`src/rtl/usrt_pkg.sv`:
```
// Shared constants and state encoding for the USRT transmitter.
package usrt_pkg;

    // Payload bits per frame and the width needed to index them.
    localparam int DATA_W    = 8;
    localparam int BIT_IDX_W = $clog2(DATA_W);

    // One bit time per state, except DATA, which lasts DATA_W bit times.
    typedef enum logic [2:0] {
        IDLE  = 3'd0,
        SETUP = 3'd1,
        STRT  = 3'd2,
        DATA  = 3'd3,
        PAR   = 3'd4,
        STOP  = 3'd5
    } state_e;

endpackage

```
`src/rtl/usrt_if.sv`:
```
// Serial line bundle: bit clock, enables and the driven line (RTS/TXD).
interface usrt_if;

    logic usrt_clk;
    logic start;
    logic sw6;
    logic RTS;
    logic TXD;

    // The line driver (the controlling board logic) drives the enables and bit clock.
    modport master (output usrt_clk, output start, output sw6, input RTS, input TXD);
    // The transmitter consumes the enables and bit clock, and drives the line.
    modport slave  (input usrt_clk, input start, input sw6, output RTS, output TXD);

endinterface

```
`src/rtl/usrt_edge_sync.sv`:
```
// Synchroniser for one asynchronous input: gives the synced level and a
// one-cycle pulse on each synced falling edge.
module usrt_edge_sync #(
    parameter int STAGES = 2
) (
    input  logic clk,
    input  logic rst,
    input  logic i_async,
    output logic o_level,
    output logic o_fall
);

    logic [STAGES-1:0] r_sync;
    logic              r_last;

    // Shift the async input through the flop chain and remember last synced level
    always_ff @(posedge clk) begin
        if (rst) begin
            r_sync <= '0;
            r_last <= 1'b0;
        end else begin
            // NOTE: non-blocking so every flop samples the pre-edge value; blocking would collapse the chain.
            r_sync <= {r_sync[STAGES-2:0], i_async};
            r_last <= r_sync[STAGES-1];
        end
    end

    assign o_level = r_sync[STAGES-1];
    // r_last resets to 0, so no spurious pulse leaves reset.
    assign o_fall  = r_last & ~r_sync[STAGES-1];

endmodule

```
`src/rtl/usrt_top.sv`:
```
// USRT transmitter: sends an incrementing test byte per frame on TXD,
// framed by RTS, paced by falling edges of the external bit clock.
module usrt_top
    import usrt_pkg::*;
#(
    parameter int SYNC_STAGES = 2
) (
    input  logic   clk,
    input  logic   rst,
    usrt_if.slave  io_line
);

    logic                 w_tick;
    logic                 w_unused_uclk_level;
    logic                 w_start;
    logic [SYNC_STAGES-1:0] r_start_sync;

    state_e               r_state;
    logic [DATA_W-1:0]    r_cnt;
    logic [DATA_W-1:0]    r_shift;
    logic [BIT_IDX_W-1:0] r_idx;
    logic                 r_par_en;
    logic                 r_par;
    logic                 r_rts;
    logic                 r_txd;

    usrt_edge_sync #(.STAGES(SYNC_STAGES)) u_uclk_sync (
        .clk     (clk),
        .rst     (rst),
        .i_async (io_line.usrt_clk),
        .o_level (w_unused_uclk_level),
        .o_fall  (w_tick)
    );

    // Bring the start level into the clk domain
    always_ff @(posedge clk) begin
        if (rst) begin
            r_start_sync <= '0;
        end else begin
            r_start_sync <= {r_start_sync[SYNC_STAGES-2:0], io_line.start};
        end
    end

    assign w_start = r_start_sync[SYNC_STAGES-1];

    // Frame sequencer: advances one bit time per tick; line outputs are
    // registered with the value of the state being entered.
    always_ff @(posedge clk) begin
        if (rst) begin
            r_state  <= IDLE;
            r_cnt    <= '0;
            r_shift  <= '0;
            r_idx    <= '0;
            r_par_en <= 1'b0;
            r_par    <= 1'b0;
            r_rts    <= 1'b0;
            r_txd    <= 1'b1;
        end else if (w_tick) begin
            case (r_state)
                IDLE: begin
                    if (w_start) begin
                        // sw6 and the payload are frozen here for the whole frame.
                        r_par_en <= io_line.sw6;
                        r_shift  <= r_cnt;
                        r_par    <= ^r_cnt;
                        r_state  <= SETUP;
                        r_rts    <= 1'b1;
                        r_txd    <= 1'b1;
                    end
                end
                SETUP: begin
                    r_state <= STRT;
                    r_txd   <= 1'b0;
                end
                STRT: begin
                    r_state <= DATA;
                    r_idx   <= '0;
                    r_txd   <= r_shift[0];
                    r_shift <= r_shift >> 1;
                end
                DATA: begin
                    if (r_idx == BIT_IDX_W'(DATA_W - 1)) begin
                        if (r_par_en) begin
                            r_state <= PAR;
                            r_txd   <= r_par;
                        end else begin
                            r_state <= STOP;
                            r_txd   <= 1'b1;
                        end
                    end else begin
                        r_idx   <= r_idx + 1'b1;
                        r_txd   <= r_shift[0];
                        r_shift <= r_shift >> 1;
                    end
                end
                PAR: begin
                    r_state <= STOP;
                    r_txd   <= 1'b1;
                end
                STOP: begin
                    r_state <= IDLE;
                    r_rts   <= 1'b0;
                    r_txd   <= 1'b1;
                    r_cnt   <= r_cnt + 1'b1;
                end
                default: begin
                    r_state <= IDLE;
                    r_rts   <= 1'b0;
                    r_txd   <= 1'b1;
                end
            endcase
        end
    end

    assign io_line.RTS = r_rts;
    assign io_line.TXD = r_txd;

endmodule

```
`src/flat_wrapper.sv`:
```
// flat-port wrapper written by rule: the top's interface ports become plain ports
module usrt_top_flat import usrt_pkg::*;
#(
    parameter int SYNC_STAGES = 2
)
  (clk, rst, io_line_usrt_clk, io_line_start, io_line_sw6, io_line_RTS, io_line_TXD);
  usrt_if io_line_i ();
  input  logic clk;
  input  logic rst;
  input wire logic [$bits(io_line_i.usrt_clk)-1:0] io_line_usrt_clk;
  input wire logic [$bits(io_line_i.start)-1:0] io_line_start;
  input wire logic [$bits(io_line_i.sw6)-1:0] io_line_sw6;
  output wire logic [$bits(io_line_i.RTS)-1:0] io_line_RTS;
  output wire logic [$bits(io_line_i.TXD)-1:0] io_line_TXD;
  assign io_line_i.usrt_clk = io_line_usrt_clk;
  assign io_line_i.start = io_line_start;
  assign io_line_i.sw6 = io_line_sw6;
  assign io_line_RTS = io_line_i.RTS;
  assign io_line_TXD = io_line_i.TXD;
  usrt_top #(.SYNC_STAGES(SYNC_STAGES)) u_core (.clk(clk), .rst(rst), .io_line(io_line_i));
endmodule
```
`config.mk`:
```
export PLATFORM = sky130hd
export DESIGN_NAME = usrt_top_flat
export DESIGN_NICKNAME = d
export VERILOG_FILES = /design/src/rtl/usrt_pkg.sv /design/src/rtl/usrt_if.sv /design/src/rtl/usrt_edge_sync.sv /design/src/rtl/usrt_top.sv /design/src/flat_wrapper.sv
export SDC_FILE = /design/constraint.sdc
export NUM_CORES = 1
export LEC_CHECK = 0
export BUFFER_PORTS_ARGS = -buffer_cell sky130_fd_sc_hd__buf_2
export CELL_PAD_IN_SITES_DETAIL_PLACEMENT = 1
export CELL_PAD_IN_SITES_GLOBAL_PLACEMENT = 1
export CORE_ASPECT_RATIO = 0.5
export CORE_UTILIZATION = 45
export CTS_BUF_LIST = sky130_fd_sc_hd__clkbuf_8 sky130_fd_sc_hd__clkbuf_16
export DETAILED_ROUTE_END_ITERATION = 16
export HOLD_SLACK_MARGIN = 0.1
export PLACE_DENSITY = 0.74
export SLEW_MARGIN = 10
export SYNTH_ARGS = -nofsm -noshare
export SYNTH_HDL_FRONTEND = slang
export SYNTH_SLANG_ARGS = --single-unit
```
`constraint.sdc`:
```
create_clock -name clk -period 4.1 [get_ports clk]
set_clock_uncertainty 0.2 [all_clocks]
set_input_delay 0.82 -clock clk [delete_from_list [all_inputs] [get_ports clk]]
set_output_delay 0.82 -clock clk [all_outputs]
set_load 0.05 [all_outputs]
```
==> summary.txt <==
Post-CTS Repair Setup Buffers: 0
Rows: 14
switching power: 127 µW
setup ws final: 1650 ps
Reg clk slew, reported paths: 70 ps
nets: 177
Clk network pwr share: 40.8%
Worst slew margin: 39.3%
sequential share of power: 55.7%
post-route DRC violation count: 0
vias per cell: 5.47
share of layout cells above drive strength 1: 10.7%
crit path max-delay cell type: a2111oi_4
initial antenna violation count: 0
first-pass GRT wire length: 5640 µm
Worst-Skew Late Latency: 280 ps
RSZ-0062 raised after global routing: no
largest net degree at the start of global routing: 32
Worst Setup Start Kind: register
initial DRC count: 41
H-tree levels: 2
crit-path max FO: 16
Initial Utilization: 48.1%
static leakage: 0.000535 µW
Die Footprint: 3520 µm²
post-cts sizing count: 0
CTS root buf: clkbuf_8
syn_nets: 174
wire per inst: 14.9 µm
sw frac: 23.0%
GPL Wtd Cong: 0.790
share of the synthesized area in the top cell type: 42.1%
CTS tree: yes
top cells by area, synth: dfxtp_1 42%, nand2_1 5.3%, nor2_1 5.3%
Final Util: 51.6%
worst path arrival time: 2440 ps
crit share post-route: 59.7%
Antenna diodes: 0
pwr/cell area: 349 nW/µm²
count of different cell masters after synthesis: 35
Layout area overhead: 7.30%
critical path required time: 4100 ps
Die Y-Extent: 42.5 µm
Max Buffers Root-to-Sink: 2
vias: 1137
post-place setup slack: 1700 ps
Post-Syn Area per Cell: 8.99 µm²
Syn Inst Count: 164
f_max: 0.409 GHz
hold slack: 244 ps
Synth area leader: dfxtp_1
Largest delay share family, worst path: compound AO/OA/AOI/OAI gates
# clock sinks: 31
Max Slew Vio Count: 0
final setup vio count: 0
WL final: 3090 µm
dpl hpwl: 2110 µm
post-route minimum period: 2450 ps
total grt overflow: 0
Core Region: 3070 µm²
synthesized area: 1470 µm²
status: finished, final reports clean
Die Width: 82.9 µm
most frequent cells in the layout: 31 x dfxtp_1, 21 x nor2_1, 21 x nand2_1
Yosys reg bits: 31
Buf+Inv Stages, Crit Path: 0
Peak VDD IR: 0.187 mV
Worst Tran Pin Value: 910 ps
Yosys warning count: 0
hold-fix buffer count after cts: 0
Setup Crit Path Kind: register to register
Tot GR Track Use: 20.9%
vias in the first global route: 1171
Worst setup EP type: register
setup tns final: 0 ps
combinational fraction of design power: 3.6%
TritonCTS Buffers: 5
Post-DRT Antenna Nets: 0
worst hold path class: register to register
DR pass1 iterations: 6
Seq/Total Area, Yosys: 42.1%
Hold Fails Final Rpt: 0
Pint: 426 µW
crit-path cells: ha_1 > ha_1 > nand2b_4 > a2111oi_4 > nor2_1 > a311oi_2
io pins: 7
Critical Path Max Stage Delay: 870 ps
MaxCap Viol Count: 0
most common cell after layout, fill and taps aside: dfxtp_1
port bufs: 6
cell mode on critical path: ha_1
-- layer usage --
layer	part of all wire (%)	GRT usage (%)
met2	43	32.8
met1	53	27.8
met4	0.87	6.55
met3	3.0	6.50
met5	0	0
-- cells by family (layout without fill, tap and decap cells) --
group | after synthesis | in the layout | share of synthesized area [%]
AND/OR/NAND/NOR | 76 | 76 | 26.3
multiplexers | 2 | 2 | 1.36
XOR/XNOR | 10 | 10 | 6.88
adder cells (fa/ha/maj) | 5 | 5 | 4.24
buffers and inverters | 13 | 17 | 4.41
flip-flops | 31 | 31 | 42.1
AO/OA/AOI/OAI | 27 | 27 | 14.7
-- cell usage after synthesis (all sizes together) --
library cell,number
nor2b,8
dfxtp,31
nor3,4
a21oi,9
xnor2,8
and2,1
xor2,1
nor4,5
nand2,21
mux2i,2
nand2b,7
xnor3,1
nand3,2
buf,6
ha,5
nand3b,1
nor2,21
nand4b,2
or3,1
o21ai,3
nand4,3
a221o,1
o21bai,1
clkbuf,4
inv,3
a211oi,1
a31oi,2
a32oi,1
a2111oi,1
a2bb2oi,1
a311oi,7
-- state kept, by name, indices dropped and copies added, names as in the netlist --
signal,count
u_core.r_state,3
u_core.u_uclk_sync.r_sync,2
u_core.r_par_en,1
u_core.r_par,1
u_core.r_idx,3
u_core.io_line.TXD,1
u_core.r_cnt,8
u_core.r_start_sync,2
u_core.r_shift,8
u_core.io_line.RTS,1
u_core.u_uclk_sync.r_last,1
-- layout make-up --
type	count	area, µm²
Multi-Input combinational cell	120	788
Inverter	3	11.3
Clock buffer	5	68.8
Clock inverter	3	12.5
Sequential cell	31	621
Timing Repair Buffer	6	30.0
Fill cell	358	1480
Tap cell	40	50.0
-- final timing paths --
check	slack (ps)	end	depth (start not counted)	start
setup / recovery	1650	u_core.r_shift[6]	6	u_core.r_idx[0]
hold / removal	240	u_core.r_start_sync[1]	1	u_core.r_start_sync[0]
setup reg to reg	1650	u_core.r_shift[6]	6	u_core.r_idx[0]
hold reg to reg	240	u_core.r_start_sync[1]	1	u_core.r_start_sync[0]
-- power groups by stage --
stage                     Combinational (µW)  Sequential, µW  Clock [µW]
after floorplan                         11.7             317           0
after global placement                  19.9             314           0
after detailed placement                20.3             314           0
after CTS                               20.3             308         234
after global routing                    21.8             308         248
final                                   19.8             308         225
-- per-stage QoR --
stage / total power [µW] / area (µm²) / cells
final: 553 / 1580 / 208
after global routing: 577 / 1580 / 208
after CTS: 562 / 1580 / 208
after detailed placement: 335 / 1500 / 200
after global placement: 334 / 1500 / 200
after floorplan: 329 / 1470 / 164
(Power assumes the default switching activity.)
